File: src/rtl/mac_acc_multi.sv
`default_nettype none
// ============================================================================
// Module   : mac_acc_multi
// Purpose  : Multi-channel signed multiply-accumulate. Operand pairs enter via
//            a valid/ready handshake, are multiplied in a pipeline and summed
//            into one of NCH per-channel accumulators (saturate or wrap,
//            sticky overflow). A sample flagged "last" emits that channel's
//            result and restarts the channel from zero.
// Ports    : clk, n_rst          - clock, asynchronous active-low reset
//            sat_en, clr         - arithmetic mode, synchronous clear-all
//            in_valid/in_ready   - input handshake
//            in_a, in_b          - signed operands (DW bits)
//            in_ch, in_last      - target channel, end-of-frame marker
//            out_valid/out_ready - result handshake
//            out_data, out_ch    - signed result (2*DW bits) and its channel
//            out_ovf             - sticky overflow flag of the frame
// Revision : 1.0 - initial release
// ============================================================================
module mac_acc_multi #(
   parameter int DW  = 32,
   parameter int NCH = 4,
   parameter int CW  = 2
) (
   input  logic            clk,
   input  logic            n_rst,
   input  logic            sat_en,
   input  logic            clr,
   input  logic            in_valid,
   output logic            in_ready,
   input  logic [DW-1:0]   in_a,
   input  logic [DW-1:0]   in_b,
   input  logic [CW-1:0]   in_ch,
   input  logic            in_last,
   output logic            out_valid,
   input  logic            out_ready,
   output logic [2*DW-1:0] out_data,
   output logic [CW-1:0]   out_ch,
   output logic            out_ovf
);

   localparam int AW = 2 * DW;
   localparam logic [AW-1:0] C_MAX = {1'b0, {(AW-1){1'b1}}};
   localparam logic [AW-1:0] C_MIN = {1'b1, {(AW-1){1'b0}}};

   // A pending, unaccepted result freezes the whole pipeline.
   logic w_stall;
   assign w_stall  = out_valid && !out_ready;
   assign in_ready = !w_stall;

   // ---------------- S1: operand capture ----------------
   logic          r_s1_v, r_s1_last, r_s1_sat;
   logic [DW-1:0] r_s1_a, r_s1_b;
   logic [CW-1:0] r_s1_ch;

   always_ff @(posedge clk or negedge n_rst) begin
      if (!n_rst) begin
         r_s1_v    <= 1'b0;
         r_s1_last <= 1'b0;
         r_s1_sat  <= 1'b0;
         r_s1_a    <= '0;
         r_s1_b    <= '0;
         r_s1_ch   <= '0;
      end else if (!w_stall) begin
         r_s1_v    <= in_valid;
         r_s1_last <= in_last;
         r_s1_sat  <= sat_en;
         r_s1_a    <= in_a;
         r_s1_b    <= in_b;
         r_s1_ch   <= in_ch;
      end
   end

   // ---------------- S2: full-width product ----------------
   // Operands are sign-extended to AW first; the exact product always fits.
   logic signed [AW-1:0] w_a_ext, w_b_ext, w_prod;
   assign w_a_ext = {{DW{r_s1_a[DW-1]}}, r_s1_a};
   assign w_b_ext = {{DW{r_s1_b[DW-1]}}, r_s1_b};
   assign w_prod  = w_a_ext * w_b_ext;

   logic          r_s2_v, r_s2_last, r_s2_sat;
   logic [AW-1:0] r_s2_p;
   logic [CW-1:0] r_s2_ch;

   always_ff @(posedge clk or negedge n_rst) begin
      if (!n_rst) begin
         r_s2_v    <= 1'b0;
         r_s2_last <= 1'b0;
         r_s2_sat  <= 1'b0;
         r_s2_p    <= '0;
         r_s2_ch   <= '0;
      end else if (!w_stall) begin
         r_s2_v    <= r_s1_v;
         r_s2_last <= r_s1_last;
         r_s2_sat  <= r_s1_sat;
         r_s2_p    <= w_prod;
         r_s2_ch   <= r_s1_ch;
      end
   end

   // ---------------- S3: read-modify-write stage ----------------
   logic          r_s3_v, r_s3_last, r_s3_sat;
   logic [AW-1:0] r_s3_p;
   logic [CW-1:0] r_s3_ch;

   always_ff @(posedge clk or negedge n_rst) begin
      if (!n_rst) begin
         r_s3_v    <= 1'b0;
         r_s3_last <= 1'b0;
         r_s3_sat  <= 1'b0;
         r_s3_p    <= '0;
         r_s3_ch   <= '0;
      end else if (!w_stall) begin
         r_s3_v    <= r_s2_v;
         r_s3_last <= r_s2_last;
         r_s3_sat  <= r_s2_sat;
         r_s3_p    <= r_s2_p;
         r_s3_ch   <= r_s2_ch;
      end else if (clr) begin
         // A frozen S3 sample loses to clr exactly as an unfrozen one would.
         r_s3_v    <= 1'b0;
      end
   end

   logic [AW-1:0] r_acc [NCH];
   logic [NCH-1:0] r_ovf;

   logic          w_ch_ok, w_hit, w_of;
   logic [CW-1:0] w_idx;
   logic [AW-1:0] w_acc_rd, w_res;
   logic [AW:0]   w_sum;

   // Out-of-range channels still flow through but never touch the array.
   assign w_ch_ok  = int'(r_s3_ch) < NCH;
   assign w_idx    = w_ch_ok ? r_s3_ch : '0;
   assign w_hit    = r_s3_v && w_ch_ok && !w_stall && !clr;
   assign w_acc_rd = r_acc[w_idx];

   // One guard bit: overflow whenever the top two sum bits disagree.
   assign w_sum = {w_acc_rd[AW-1], w_acc_rd} + {r_s3_p[AW-1], r_s3_p};
   assign w_of  = w_sum[AW] ^ w_sum[AW-1];

   always_comb begin
      w_res = w_sum[AW-1:0];
      if (w_of && r_s3_sat) begin
         w_res = w_sum[AW] ? C_MIN : C_MAX;
      end
   end

   always_ff @(posedge clk or negedge n_rst) begin
      if (!n_rst) begin
         for (int i = 0; i < NCH; i++) begin
            r_acc[i] <= '0;
         end
         r_ovf <= '0;
      end else if (clr) begin
         for (int i = 0; i < NCH; i++) begin
            r_acc[i] <= '0;
         end
         r_ovf <= '0;
      end else if (w_hit) begin
         if (r_s3_last) begin
            r_acc[w_idx] <= '0;
            r_ovf[w_idx] <= 1'b0;
         end else begin
            r_acc[w_idx] <= w_res;
            r_ovf[w_idx] <= r_ovf[w_idx] | w_of;
         end
      end
   end

   // Result register; w_hit already excludes the stalled case, so a pending
   // result is never overwritten.
   always_ff @(posedge clk or negedge n_rst) begin
      if (!n_rst) begin
         out_valid <= 1'b0;
         out_data  <= '0;
         out_ch    <= '0;
         out_ovf   <= 1'b0;
      end else begin
         if (out_valid && out_ready) begin
            out_valid <= 1'b0;
         end
         if (w_hit && r_s3_last) begin
            out_valid <= 1'b1;
            out_data  <= w_res;
            out_ch    <= r_s3_ch;
            out_ovf   <= r_ovf[w_idx] | w_of;
         end
      end
   end

endmodule
`default_nettype wire

File: config.mk
export PLATFORM = sky130hd
export DESIGN_NAME = mac_acc_multi
export DESIGN_NICKNAME = d
export VERILOG_FILES = /design/src/rtl/mac_acc_multi.sv
export SDC_FILE = /design/constraint.sdc
export NUM_CORES = 2
export LEC_CHECK = 0
export CAP_MARGIN = 20
export CORE_UTILIZATION = 30
export DETAILED_ROUTE_END_ITERATION = 8
export GPL_TIMING_DRIVEN = 0
export PLACE_DENSITY = 0.55
export SYNTH_ARGS = -nofsm -noshare
export SYNTH_HDL_FRONTEND = slang
export SYNTH_SLANG_ARGS = --single-unit
File: constraint.sdc
create_clock -name clk -period 9.6 [get_ports clk]
set_input_delay 1.44 -clock clk [delete_from_list [all_inputs] [get_ports clk]]
set_output_delay 1.44 -clock clk [all_outputs]
set_load 0.02 [all_outputs]
==> impl_metrics.env <==
export IMPL_hold_depth=2
export IMPL_synthFlopType="dfrtp_1"
export IMPL_cts_sinks=535
export IMPL_synth_seq_cells=535
export IMPL_r2r_start="r_s1_a[15]"
export IMPL_postSynthAreaPerCell_um2=9.84
export IMPL_ff2ff_setup_slack_ns=0.28
export IMPL_syn_to_final_growth_pct=11.9
export IMPL_antenna_found_initial=17
export IMPL_syn_nets=7623
export IMPL_postSynth_asyncResetShare=1.00
export IMPL_post_dp_hpwl_um=187000
export IMPL_grt_pass1_vias=48700
export IMPL_root_buffer="clkbuf_16"
export IMPL_crit_arrival_ns=9.88
export IMPL_first_iter_violations=4117
export IMPL_port_buffers=141
export IMPL_die_width_um=454
export IMPL_fin_nets=7852
export IMPL_worstHoldStart="r_s2_p[0]"
export IMPL_holdPathEnd="r_s3_p[0]"
export IMPL_synth_area_leader_cell="fa_1"
export IMPL_die_area_um2=206000
export IMPL_synth_top_cell_area_share=0.354
export IMPL_crit_required_ns=10.16
export IMPL_setup_viol=0
export IMPL_grt_pass1_wl_um=334000
export IMPL_cp_start_kind="register"
export IMPL_worstSetupPathType="register to register"
export IMPL_cts_buffers=61
export IMPL_wirelength_um=227000
export IMPL_yosysSeqAreaShare=0.219
export IMPL_vias=46800
export IMPL_firstDrtPassIters=5
export IMPL_route_detailed_drc=0
export IMPL_grt_max_degree=128
export IMPL_hold_class="register to register"
export IMPL_final_max_slew_viol_count=0
export IMPL_finalCriticalPeriod_ns=9.32
export IMPL_dp_worst_setup_slack_ns=-0.346
export IMPL_max_clock_path_buffers=3
export IMPL_setup_slack_ns=0.283
export IMPL_r2r_end="r_s2_p[48]"
export IMPL_core_um2=202000
export IMPL_start_util=0.302
export IMPL_critPathCaptureType="register"
export IMPL_place_gp_congestion=0.978
export IMPL_worstPathMaxFanout=10
export IMPL_synth_edf_count=0
export IMPL_row_count=165
export IMPL_detail_route_wl_per_cell_um=24.7
export IMPL_clkLatencyLatePin_ns=0.74
export IMPL_drive_gt1_frac=0.0460
export IMPL_status="finished, final reports clean"
export IMPL_whs_ns=0.462
export IMPL_relSlewSlack=0.169
export IMPL_grt_usage=0.222
export IMPL_skew_ns=0.0549
export IMPL_ys_warn_count=0
export IMPL_finalHoldViolations=0
export IMPL_cts_max_level=2
export IMPL_clkSlewWorstSetupHoldPaths_ns=0.07
export IMPL_period_share=0.971
export IMPL_synth_area_um2=61200
export IMPL_via_per_inst=5.10
export IMPL_grt_overflow_total=0
export IMPL_die_height_um=454
export IMPL_ys_types=89
export IMPL_r2r_cells=24
export IMPL_worst_pin_slew_ns=1.25
export IMPL_cts_tree="done"
export IMPL_ys_top_cells_by_area="fa_1 35%, dfrtp_1 22%, nand2_1 6.9%"
export IMPL_io_pins=142
export IMPL_drtAntennaViolNets=0
export IMPL_timing_fmax_mhz=107
export IMPL_netlist_instances=6219
export IMPL_drv_cap=0
[repair_timing]
action                                  4_1_cts  5_1_grt
buffers inserted                              0        4
hold buffers                                  0        0
endpoints found under the setup margin        5        7
resized for setup                             6       37
[synthesized netlist by cell type (24+ instances only)]
library cell / number
xor2_1: 46
inv_1: 991
a21oi_1: 171
a21o_1: 73
fa_1: 1083
and2_1: 509
dfrtp_1: 535
clkbuf_1: 302
ha_1: 248
xnor2_1: 73
o21ai_0: 103
o21a_1: 26
nand3_1: 48
nand4_1: 26
buf_2: 38
nand2_1: 1122
nand2b_1: 24
nor2_1: 149
mux4_2: 65
a22o_1: 300
[metrics by stage]
step / utilization / instances / instance area (um^2) / TNS, ns
detailed placement: 0.327 / 9044 / 66200 / -0.671
finish: 0.339 / 9178 / 68500 / 0
global route: 0.338 / 9170 / 68500 / -0.00542
CTS: 0.337 / 9154 / 68300 / 0
floorplan: - / 6219 / 61200 / 0
global placement: 0.326 / 9032 / 65900 / -9304.43
[logic make-up after synthesis]
logic type                 count (synthesis)  share of synthesized area
and+or+nand+nor                         1976                      0.150
buffers and inverters                   1351                     0.0852
adders and majority gates               1331                      0.405
AOI/OAI and AO/OA                        837                     0.0993
DFF                                      535                      0.219
xor gates and xnor gates                 119                     0.0170
muxes                                     70                     0.0248
[sequential cells by signal, indices dropped and copies added (netlist names), 4 cells and up]
name	cells
r_acc	256
out_data	64
r_s2_p	64
r_s3_p	64
r_s1_a	32
r_s1_b	32
r_ovf	4
[area by class of cell]
type | instances | area (um^2)
diodes | 11 | 27.5
plain buffers | 359 | 1510
clock buffers | 80 | 1710
clock inverters | 30 | 374
fillers | 20800 | 134000
inverters | 992 | 3730
multi-input cells | 4333 | 42600
flip-flops and latches | 535 | 13400
well taps | 2672 | 3340
repair buffers | 166 | 1810
[worst max path at each step]
stage / start / endpoint / slack [ns] / depth (start not counted)
2_1_floorplan: r_s1_a[31] / r_s2_p[62] / 1.72 / 28
3_3_place_gp: n_rst / r_acc[152] / -17.56 / 1
3_5_place_dp: r_s1_b[5] / r_s2_p[62] / -0.35 / 28
4_1_cts: r_s1_b[6] / r_s2_p[62] / 0.006 / 27
5_1_grt: r_s1_a[15] / r_s2_p[52] / -0.005 / 24
6_report: r_s1_a[15] / r_s2_p[48] / 0.28 / 24
[critical path, cell delays in order, from the launching register on]
cell      delay, ns
dfrtp_1        0.61
buf_1          0.88
nand2_1        0.16
fa_1           0.53
fa_1           0.56
fa_1           0.52
fa_1           0.51
inv_1          0.05
fa_1           0.59
fa_1           0.44
fa_1           0.61
fa_1           0.47
ha_1           0.29
clkbuf_1       0.36
nand4_1        0.30
or2_1          0.32
nor2_1         0.09
a41oi_1        0.23
nand3_1        0.20
a31oi_1        0.15
nor3_1         0.40
nor3_1         0.14
or3_1          0.40
xor2_1         0.22
a21oi_1        0.10
[cells in the final DEF, fill, tap and decap left out, types with 140 or more instances in the layout]
cell type / synthesis / layout
a21oi_1: 171 / 171
a22o_1: 300 / 300
and2_1: 509 / 509
clkbuf_1: 302 / 292
clkdlybuf4s50_1: 0 / 140
dfrtp_1: 535 / 534
fa_1: 1083 / 1080
ha_1: 248 / 248
inv_1: 991 / 989
nand2_1: 1122 / 1122
nor2_1: 149 / 145
[routing by layer]
metal / part of all wire / track usage / up-vias
met3: 0.083 / 0.0477 / 476
met2: 0.45 / 0.351 / 1998
met4: 0.051 / 0.0952 / 6
met5: 0.00018 / 0 / -
met1: 0.41 / 0.292 / 24400
li1: - / - / 19900
Power is not shown: default switching activity piles up to over one toggle a cycle in this logic, so the estimate is an artifact.
